<file path="config.mk">
export PLATFORM = sky130hd
export DESIGN_NAME = beep_seq
export DESIGN_NICKNAME = d
export VERILOG_FILES = /design/src/rtl/beep_pkg.sv /design/src/rtl/beep_tone_gen.sv /design/src/rtl/beep_seq.sv
export SDC_FILE = /design/constraint.sdc
export NUM_CORES = 1
export LEC_CHECK = 0
export ABC_CLOCK_PERIOD_IN_PS = 9100
export BUFFER_PORTS_ARGS = -buffer_cell sky130_fd_sc_hd__buf_4
export CORE_MARGIN = 2
export CORE_UTILIZATION = 68
export CTS_CLUSTER_DIAMETER = 60
export DETAILED_ROUTE_END_ITERATION = 8
export GPL_TIMING_DRIVEN = 1
export PLACE_DENSITY = 0.94
export SETUP_SLACK_MARGIN = 0.4
export SLEW_MARGIN = 40
export SYNTH_ARGS = -nofsm -noshare
export SYNTH_HDL_FRONTEND = slang
export SYNTH_HIERARCHICAL = 1
export SYNTH_SLANG_ARGS = --single-unit
</file>
<file path="constraint.sdc">
create_clock -name sys_clk -period 9.1 [get_ports sys_clk]
set_input_delay 1.82 -clock sys_clk [delete_from_list [all_inputs] [get_ports sys_clk]]
set_output_delay 1.82 -clock sys_clk [all_outputs]
set_load 0.02 [all_outputs]
</file>
<file path="src/rtl/beep_pkg.sv">
// Shared definitions for the buzzer scale sequencer: FSM states, note table
// defaults and the volume-to-duty shift mapping.
package beep_pkg;

  typedef enum logic [1:0] {
    ST_IDLE = 2'd0,
    ST_TONE = 2'd1,
    ST_GAP  = 2'd2
  } state_t;

  localparam int NOTE_NUM = 7;

  // Tone periods in clocks at 50 MHz for DO..XI.
  localparam logic [17:0] DEF_DO = 18'd190_840;
  localparam logic [17:0] DEF_RE = 18'd170_068;
  localparam logic [17:0] DEF_MI = 18'd151_515;
  localparam logic [17:0] DEF_FA = 18'd143_266;
  localparam logic [17:0] DEF_SO = 18'd127_551;
  localparam logic [17:0] DEF_LA = 18'd113_636;
  localparam logic [17:0] DEF_XI = 18'd101_214;

  // vol 3 -> period/2, vol 0 -> period/16.
  function automatic logic [2:0] vol_shift(input logic [1:0] v);
    return 3'd4 - {1'b0, v};
  endfunction

endpackage

</file>
<file path="src/rtl/beep_tone_gen.sv">
// Square-wave generator: free-running period counter with a registered
// comparator output; restart realigns the waveform to the slot start.
module beep_tone_gen #(
  parameter int FREQ_W = 18
) (
  input  logic              clk,
  input  logic              rst,
  input  logic [FREQ_W-1:0] period,
  input  logic [FREQ_W-1:0] duty,
  input  logic              en,
  input  logic              restart,
  output logic              wave
);

  logic [FREQ_W-1:0] freq_cnt;

  always_ff @(posedge clk or posedge rst) begin
    if (rst) begin
      freq_cnt <= '0;
      wave     <= 1'b0;
    end else begin
      wave <= en && (freq_cnt < duty);
      if (restart || (freq_cnt >= period - 1'b1))
        freq_cnt <= '0;
      else
        freq_cnt <= freq_cnt + 1'b1;
    end
  end

endmodule

</file>
<file path="src/rtl/beep_seq.sv">
// Buzzer scale sequencer: plays DO..XI once or looped, with a silent gap at
// the end of each note slot and a 4-level duty-cycle volume.
module beep_seq
  import beep_pkg::*;
#(
  parameter int                CNT_W     = 25,
  parameter logic [CNT_W-1:0]  TIME_NOTE = 25'd24_999_999,
  parameter logic [CNT_W-1:0]  TIME_GAP  = 25'd2_499_999,
  parameter int                FREQ_W    = 18,
  parameter logic [FREQ_W-1:0] DO        = DEF_DO,
  parameter logic [FREQ_W-1:0] RE        = DEF_RE,
  parameter logic [FREQ_W-1:0] MI        = DEF_MI,
  parameter logic [FREQ_W-1:0] FA        = DEF_FA,
  parameter logic [FREQ_W-1:0] SO        = DEF_SO,
  parameter logic [FREQ_W-1:0] LA        = DEF_LA,
  parameter logic [FREQ_W-1:0] XI        = DEF_XI
) (
  input  logic       sys_clk,
  input  logic       sys_rst,
  input  logic       start,
  input  logic       stop,
  input  logic       loop,
  input  logic [1:0] vol,
  output logic       beep,
  output logic       busy,
  output logic [2:0] note_idx,
  output logic       done
);

  localparam logic [CNT_W-1:0] SLOT_END  = TIME_NOTE - 1'b1;
  localparam logic [CNT_W-1:0] TONE_END  = TIME_NOTE - TIME_GAP;
  localparam logic [2:0]       LAST_NOTE = 3'(NOTE_NUM - 1);

  state_t            state;
  logic [CNT_W-1:0]  slot_cnt, slot_nxt;
  logic              loop_r;
  logic [FREQ_W-1:0] duty_r, period, next_period;
  logic [2:0]        next_idx;
  logic              accept, slot_end, restart, en;

  function automatic logic [FREQ_W-1:0] period_of(input logic [2:0] idx);
    case (idx)
      3'd0:    return DO;
      3'd1:    return RE;
      3'd2:    return MI;
      3'd3:    return FA;
      3'd4:    return SO;
      3'd5:    return LA;
      3'd6:    return XI;
      default: return DO;
    endcase
  endfunction

  always_comb begin
    accept      = (state == ST_IDLE) && start && !stop;
    slot_end    = (state != ST_IDLE) && (slot_cnt == SLOT_END);
    slot_nxt    = slot_cnt + 1'b1;
    next_idx    = (note_idx == LAST_NOTE) ? 3'd0 : note_idx + 3'd1;
    period      = period_of(note_idx);
    // Duty for the slot about to begin is computed from that slot's note.
    next_period = accept ? period_of(3'd0) : period_of(next_idx);
    restart     = accept || slot_end;
    en          = (state == ST_TONE) && !stop;
  end

  always_ff @(posedge sys_clk or posedge sys_rst) begin
    if (sys_rst) begin
      state    <= ST_IDLE;
      slot_cnt <= '0;
      note_idx <= 3'd0;
      busy     <= 1'b0;
      done     <= 1'b0;
      loop_r   <= 1'b0;
      duty_r   <= '0;
    end else begin
      done <= 1'b0;
      if (accept) begin
        state    <= ST_TONE;
        slot_cnt <= '0;
        note_idx <= 3'd0;
        busy     <= 1'b1;
        loop_r   <= loop;
        duty_r   <= next_period >> vol_shift(vol);
      end else if (state != ST_IDLE) begin
        if (stop) begin
          state    <= ST_IDLE;
          slot_cnt <= '0;
          note_idx <= 3'd0;
          busy     <= 1'b0;
        end else if (slot_end) begin
          slot_cnt <= '0;
          if ((note_idx == LAST_NOTE) && !loop_r) begin
            state    <= ST_IDLE;
            note_idx <= 3'd0;
            busy     <= 1'b0;
            done     <= 1'b1;
          end else begin
            state    <= ST_TONE;
            note_idx <= next_idx;
            duty_r   <= next_period >> vol_shift(vol);
          end
        end else begin
          slot_cnt <= slot_nxt;
          state    <= (slot_nxt < TONE_END) ? ST_TONE : ST_GAP;
        end
      end
    end
  end

  beep_tone_gen #(.FREQ_W(FREQ_W)) u_tone (
    .clk     (sys_clk),
    .rst     (sys_rst),
    .period  (period),
    .duty    (duty_r),
    .en      (en),
    .restart (restart),
    .wave    (beep)
  );

endmodule

</file>
==> out/metrics.cfg <==
[floorplan]
rows=34
io_pins=13
dieArea_sq_um=9820
core_sq_um=8760
die_w_microns=99.1
start_util_pct=70.2
die_y_microns=99.1

[timing]
hold_ws_ns=0.481
drv_slew=0
tightest_slew_ns=0.851
hold_viol_final=0
skew_ns=0.0195
rsz0062_at_grt=no
clock.fmax_mhz=185
finalSetupViolCount=0
period_share_pct=59.3
min_period_ns=5.39
setup-tns-final_ns=0
max_slew_margin_pct=42.7

[grt]
grt_pass1_wl_microns=27200
antenna_found_initial=0
grt_usage_pct=34.4
grt_start_max_net_pins=52
grt_pass1_vias=5554
grt.overflow.total=0

[critical_path]
critPathKind=flip-flop to flip-flop
crit_fanout=19
startpoint_type=flip-flop
worstPathRequired_ns=9.35
cp_data_arrival_time_ns=5.65
rrSetupSlack_ns=3.71
cp-end-kind=flip-flop

[placement]
portBuffers=12
dp_hpwl_microns=11700
gp_congestion=0.936

[synth]
netlist_instances=740
async_reset_ff_share_pct=100
ys.warnings.count=6
synth_area_leaders=dfrtp_1, ha_1, nand2_1
synth_top_cells_by_count=nand2_1, dfrtp_1, nor2_1, a21oi_1, ha_1
yosysTopAreaCell=dfrtp_1
ys_types=79
synth.avg_cell_area_sq_um=8.31
syn-cell-area_sq_um=6150
synth_most_common_cell=nand2_1
yosysSeqAreaShare_pct=28.5
synth_nets=795
synth_edf_count=0
synth_ff_type=dfrtp_1
synth_top_area_share_pct=28.5
ys_ff_latch=70

[final_layout]
nNetsFinal=782
synthToLayoutAreaGrowth_pct=5.15
drive_above_1_share_pct=10.1
finish.utilization_pct=73.8
antenna_cells=0

[clock_network]
cts_root_buffer=clkbuf_8
postCtsHoldBufs=0
cts_max_level=3
numClockSinks=70
numCtsBuffers=9
cts_max_path_buffers=2
cts_tree=done
post-cts-setup-buffers=0
clk_pin_slew_ns=0.08
insertion_delay_ns=0.36
cts_resized=0

[power_and_ir_drop]
finalPower_mw=1.06
power_density_nw_per_um2=163
peakVddDrop_mv=0.101
p_leak_nw=2.79

[routing]
vias=5913
drt-pass1-iter-count=5
routedWlPerCell_microns=20.0
drt_iter0_markers=623
vias_per_cell=7.04
drt_wl_total_microns=16800
drtAntennaViolNets=0
route.detailed.drc=0

[min_path]
holdCritPathClass=flip-flop to flip-flop

[outcome]
status=finished clean

[job]
drv_cap=0

[sequential cells by signal, indices dropped and copies added, names as in the netlist, 2 cells and up]
name,cells
state,2
duty_r,18
slot_cnt,25
note_idx,3
u_tone/freq_cnt,18
[where the power goes]
part / internal [mW] / total, mW / switching, mW
Sequential: 0.347 / 0.401 / 0.0541
Combinational: 0.144 / 0.356 / 0.213
Clock: 0.169 / 0.300 / 0.130
Total: 0.660 / 1.06 / 0.397
[final timing paths]
path | to | from | depth (start not counted)
setup / recovery | u_tone/freq_cnt[0] | note_idx[2] | 13
hold / removal | duty_r[0] | duty_r[0] | 2
setup reg to reg | u_tone/freq_cnt[0] | note_idx[2] | 13
hold reg to reg | duty_r[0] | duty_r[0] | 2
max in group asynchronous | slot_cnt[6] | sys_rst | 2
min in group asynchronous | duty_r[8] | sys_rst | 2
[per-stage QoR]
step	instances	setup slack, ns	area (sq um)
3_5_place_dp	824	3.90	6220
4_1_cts	840	3.84	6450
6_report	840	3.71	6470
2_1_floorplan	740	4.42	6150
3_3_place_gp	824	4.24	6220
5_1_grt	840	3.40	6470
[cell families after synthesis]
kind of cell    count (synthesis)  synth area share, %
fa+ha+maj                      48                 9.76
simple gates                  302                 27.0
xor+xnor                       45                 6.41
buf+inv                        78                 5.37
mux                            27                 4.94
compound gates                170                 18.0
flops                          70                 28.5
[critical path, stage by stage (launching register included)]
cell and delay (ns):
dfrtp_1 0.75, clkinv_1 0.51, ha_1 0.46, nor2_1 0.15, o21ai_0 0.23, or4_4 0.63
or4_4 0.47, nor2_1 0.16, xnor2_1 0.16, ha_1 0.27, and3_1 0.23, a211o_1 0.34
a311oi_4 0.63, nor3b_1 0.30
[layout make-up]
cell class                      instances  area (sq um)
Multi-Input combinational cell        592          4090
Fill cell                             614          2290
Sequential cell                        70          1750
Clock buffer                           11           151
Inverter                               39           149
Tap cell                              108           135
Timing Repair Buffer                   15           113
Clock inverter                          5          81.3
[metal layers]
| metal | global-route usage, % | vias up | routed length [microns] |
|---|---|---|---|
| met5 | 0 | - | 0 |
| met4 | 18.0 | 0 | 782 |
| met3 | 6.75 | 86 | 1670 |
| met2 | 53.9 | 419 | 7810 |
| met1 | 45.3 | 2757 | 6540 |
| li1 | - | 2651 | - |
[cell usage in the layout (no fill, tap or decap), types with 3 or more instances in the layout]
master     n
o31ai_1   14
and4_1     4
a21boi_0   3
a21oi_1   49
buf_4     15
o21ai_1    5
or4_1      3
nand2_1   82
and3_1     8
and2_1     5
clkbuf_8  11
o41ai_1    6
nor2_1    67
a21o_1     6
or4_4      3
xnor2_1   25
a31oi_1    5
nand2b_1   8
nand4_4    3
nor3b_1   13
inv_1     35
nor3_1    19
nor4_2     5
a211oi_1   6
or3_1      5
xor2_1    20
nor4_1    12
mux2_2     7
ha_1      47
mux2i_1   18
dfrtp_1   70
nand4_1   13
nand3_1   24
nor2b_1    9
o21ai_0   43
(Power assumes the default switching activity.)
